## src/rtl/efpga_mae_core.sv

```systemverilog
// efpga_mae_core -- eFPGA multiply-add-accumulate (MAE) hard tile.
//
// A single parameterised datapath covers every MAE primitive variant
// (mult, mult_addc, macc and their regi/rego/regio/pipe forms):
//   [C reg] -> stage I (a,b,c,acc_clr,valid) -> multiplier -> stage M -> post-adder -> stage P
// Each stage register can be bypassed through a parameter.
// Latency is IN_REG + MULT_HAS_REG + P_REG.
//
// Parameters
//   IN_REG            register a/b/c/acc_clr/in_valid before the multiplier
//   MULT_HAS_REG      register the product (and its side-band) after the multiplier
//   P_REG             register p/out_valid
//   C_REG             one extra register on c only (caller pre-skews c by a cycle)
//   POST_ADDER_STATIC enable the post-adder; 0 gives p = product
//   USE_FEEDBACK      post-adder operand is p (accumulate) instead of c
//
// Ports
//   clk, reset   rising-edge clock, synchronous active-high clear of every register
//   ce           global clock enable, freezes every register including valids
//   in_valid     a/b/c carry a sample; acc_clr marks the start of an accumulation
//   a, b         18-bit signed operands
//   c            40-bit signed addend
//   p            40-bit signed result (wraps modulo 2^40)
//   out_valid    p holds the result of a valid sample

module efpga_mae_core #(
  parameter bit IN_REG            = 1'b0,
  parameter bit MULT_HAS_REG      = 1'b0,
  parameter bit P_REG             = 1'b0,
  parameter bit C_REG             = 1'b0,
  parameter bit POST_ADDER_STATIC = 1'b0,
  parameter bit USE_FEEDBACK      = 1'b0
) (
  input  logic        clk,
  input  logic        reset,
  input  logic        ce,
  input  logic        in_valid,
  input  logic        acc_clr,
  input  logic [17:0] a,
  input  logic [17:0] b,
  input  logic [39:0] c,
  output logic [39:0] p,
  output logic        out_valid
);

  // The accumulator lives in stage P and adds into the post-adder,
  // so both must exist for feedback.
  if (USE_FEEDBACK && (!P_REG || !POST_ADDER_STATIC)) begin : g_cfg_err
    $error("efpga_mae_core: USE_FEEDBACK=1 requires P_REG=1 and POST_ADDER_STATIC=1");
  end

  // Sample before the multiplier
  typedef struct packed {
    logic        vld;
    logic        clr;
    logic [17:0] a;
    logic [17:0] b;
    logic [39:0] c;
  } ab_t;

  // Sample after the multiplier
  typedef struct packed {
    logic        vld;
    logic        clr;
    logic [39:0] prod;
    logic [39:0] c;
  } pr_t;

  logic [39:0]        c_q, c_in;
  ab_t                s_in, s_i_q, s_i;
  pr_t                s_m_d, s_m_q, s_m;
  logic signed [35:0] prod36;
  logic [39:0]        addend, sum, p_q;
  logic               ov_q;

  assign c_in = C_REG ? c_q : c;
  assign s_in = '{vld: in_valid, clr: acc_clr, a: a, b: b, c: c_in};
  assign s_i  = IN_REG ? s_i_q : s_in;

  assign prod36 = $signed(s_i.a) * $signed(s_i.b);
  assign s_m_d  = '{vld: s_i.vld, clr: s_i.clr, prod: {{4{prod36[35]}}, prod36}, c: s_i.c};
  assign s_m    = MULT_HAS_REG ? s_m_q : s_m_d;

  // Every register is instantiated; bypassed ones are left unread by the muxes
  // above and trimmed by synthesis.
  always_ff @(posedge clk) begin
    if (reset) begin
      c_q   <= '0;
      s_i_q <= '0;
      s_m_q <= '0;
    end else if (ce) begin
      c_q   <= c;
      s_i_q <= s_in;
      s_m_q <= s_m_d;
    end
  end

  // acc_clr zeroes the feedback operand, so a cleared sample loads the product.
  always_comb begin
    addend = '0;
    if (POST_ADDER_STATIC) begin
      if (USE_FEEDBACK) addend = s_m.clr ? '0 : p_q;
      else              addend = s_m.c;
    end
    sum = s_m.prod + addend;
  end

  // In feedback mode a bubble must not disturb the accumulator. Otherwise data
  // flows through regardless of valid.
  always_ff @(posedge clk) begin
    if (reset) begin
      p_q  <= '0;
      ov_q <= 1'b0;
    end else if (ce) begin
      if (!USE_FEEDBACK || s_m.vld) p_q <= sum;
      ov_q <= s_m.vld;
    end
  end

  assign p         = P_REG ? p_q  : sum;
  assign out_valid = P_REG ? ov_q : s_m.vld;

endmodule

```

## config.mk

```make
export PLATFORM = sky130hd
export DESIGN_NAME = efpga_mae_core
export DESIGN_NICKNAME = d
export VERILOG_FILES = /design/src/rtl/efpga_mae_core.sv
export SDC_FILE = /design/constraint.sdc
export NUM_CORES = 1
export LEC_CHECK = 0
export CORE_ASPECT_RATIO = 2
export CORE_MARGIN = 1
export CORE_UTILIZATION = 62
export DETAILED_ROUTE_END_ITERATION = 10
export DONT_BUFFER_PORTS = 1
export GPL_TIMING_DRIVEN = 0
export PLACE_DENSITY_LB_ADDON = 0.08
export RECOVER_POWER = 50
export SLEW_MARGIN = 20
export SYNTH_ARGS = -nofsm -noshare
export SYNTH_HDL_FRONTEND = slang
export SYNTH_SLANG_ARGS = --single-unit
```

## constraint.sdc

```tcl
create_clock -name vclk -period 11.79
set_input_delay 2.358 -clock vclk [all_inputs]
set_output_delay 2.358 -clock vclk [all_outputs]
set_load 0.01 [all_outputs]
```

==> impl_metrics.json <==
{
  "slew_headroom_pct": 44.2,
  "synth-simple-area-share_pct": 16.2,
  "synth_top_area_share_pct": 54.0,
  "highest_layer": "met4",
  "grt_first_pass_wirelength_um": 50600,
  "grt_max_degree": 19,
  "final_area_um2": 12500,
  "cts_setup_buffers": 0,
  "grt_overflow": 0,
  "viasPerCell": 5.53,
  "antenna_cells": 0,
  "place_congestion": 0.956,
  "ys_top_cells_by_area": "fa_1 (54%), inv_1 (11%), ha_1 (9.5%)",
  "rsz0062_at_grt": "no",
  "num-clock-buffers": 0,
  "final_hold_viol_count": 0,
  "first_global_vias": 9885,
  "slew_viol_final": 0,
  "setup_viol": 0,
  "endpoint_kind": "primary output",
  "hpwl_um": 28400,
  "netlist.top_cell.by_area": "fa_1",
  "area_growth_pct": 2.63,
  "yosysSeqAreaShare_pct": 0,
  "min_period_over_period_pct": 98.4,
  "first_pass_iters": 5,
  "syn_area_um2": 12200,
  "period_needed_ns": 11.60,
  "avgSynthCellArea_um2": 9.06,
  "worstMarginPinSlew_ns": 0.837,
  "drt_iter0_drc": 363,
  "placed_area_um2": 12500,
  "grt_use_total_pct": 34.0,
  "outcome": "finished, final reports clean",
  "syn_nets": 1851,
  "drc": 0,
  "synth_fa_ha_area_share_pct": 63.5,
  "synth_mux_area_share_pct": 0.0923,
  "yosysUniqueCellTypes": 45,
  "worstPathRequired_ns": 9.43,
  "io_pins": 122,
  "antenna_found_initial": 0,
  "maxCapViolations": 0,
  "seq_cell_count": 0,
  "min-delay-path-class": "in -> out",
  "fin_hold_ws_ns": 4.82,
  "drive_gt1_share_pct": 1.93,
  "critPathMaxFanout": 10,
  "die_h_um": 200,
  "synth_top_family_by_area": "adder cells",
  "fillCellCount": 1726,
  "fin_nets": 1852,
  "regArea_um2": 0,
  "yosysWarningCount": 0,
  "dr_wl_met2_um": 17400,
  "wl_met3_um": 1360,
  "synth_compound_area_share_pct": 4.56,
  "portBuffers": 0,
  "met1_length_um": 9360,
  "ant_nets": 0,
  "coreArea_um2": 19300,
  "cp.arrival_ns": 9.24,
  "worst-setup-path-type": "in -> out",
  "die_w_um": 101,
  "postSynthCellCount": 1348,
  "die-area_um2": 20300,
  "start_util_pct": 63.3,
  "row_count": 72,
  "wl_per_cell_um": 19.8,
  "wirelength_um": 31700,
  "fmax_mhz": 86.2,
  "synth_xor_area_share_pct": 2.51,
  "start_kind": "primary input",
  "vias": 8878
}
## worst paths after layout
| path | startpoint | end | slack (ns) | cells past startpoint |
|---|---|---|---|---|
| max | b[13] | p[38] | 0.19 | 22 |
| min | in_valid | out_valid | 4.82 | 1 |
## cell type report
cell class	instances	area [µm²]	share of cell area, %
multi-input combinational	926	10600	84.6
inverter	370	1390	11.1
tap	259	324	2.59
buffer	51	221	1.77
## worst max-delay path: stages
cell      delay [ns]
clkbuf_1        0.50
clkbuf_1        0.53
nand2_1         0.15
fa_1            0.53
inv_1           0.05
fa_1            0.58
fa_1            0.45
fa_1            0.46
fa_1            0.49
inv_1           0.05
fa_1            0.47
inv_1           0.04
ha_1            0.34
nand4_1         0.18
nor3_1          0.22
o211ai_1        0.20
a21boi_1        0.39
a22oi_2         0.19
nor3_2          0.34
o21a_1          0.22
o211ai_1        0.22
buf_4           0.25
## synthesized netlist by cell type (6+ instances only)
cell type  instances
nand2_1          165
fa_1             329
xnor2_1           27
nor3_1             8
nor2_1            13
a21o_1             6
ha_1              93
clkbuf_1          44
o21ai_0           11
inv_1            370
xor2_1             8
and2_1           161
nor2b_1           16
a21oi_1           26
nand2b_1           8
## per-layer routing
layer	track usage, %	vias up
met4	29.9	0
met1	32.5	4524
li1	-	3876
met3	3.48	164
met2	62.1	314
met5	0	-
## kinds of logic after synthesis
family                     after synthesis
adders and majority gates              422
AOI/OAI and AO/OA                       79
buffers and inverters                  422
muxes                                    1
xor gates and xnor gates                35
and+or+nand+nor                        389
## placed cells by master, fill, tap and decap left out, drive strengths merged, types with 13 or more instances in the layout
cell	instances
inv	370
fa	329
nand2	165
and2	161
ha	93
clkbuf	43
xnor2	27
a21oi	26
nor2b	16
nor2	13
o21ai	13
## repair_timing
action | CTS | global route
gates resized for setup | 9 | 8
hold buffers | 0 | 0
pin swaps | 0 | 1
endpoints found under the setup margin | 7 | 5
## metrics by stage
stage	setup TNS, ns	util [%]	cells	worst slack [ns]
after floorplan	0	-	1348	0.908
after global placement	-1.09	65.0	1607	-0.261
after detailed placement	-1.62	65.0	1607	-0.355
after CTS	0	65.1	1606	0.0753
after global routing	0	65.0	1606	0.00117
final	0	65.0	1606	0.193
Power is left out: the tool's default activity adds up to more than one toggle a clock period on the data nets, which glitch-free logic cannot reach.
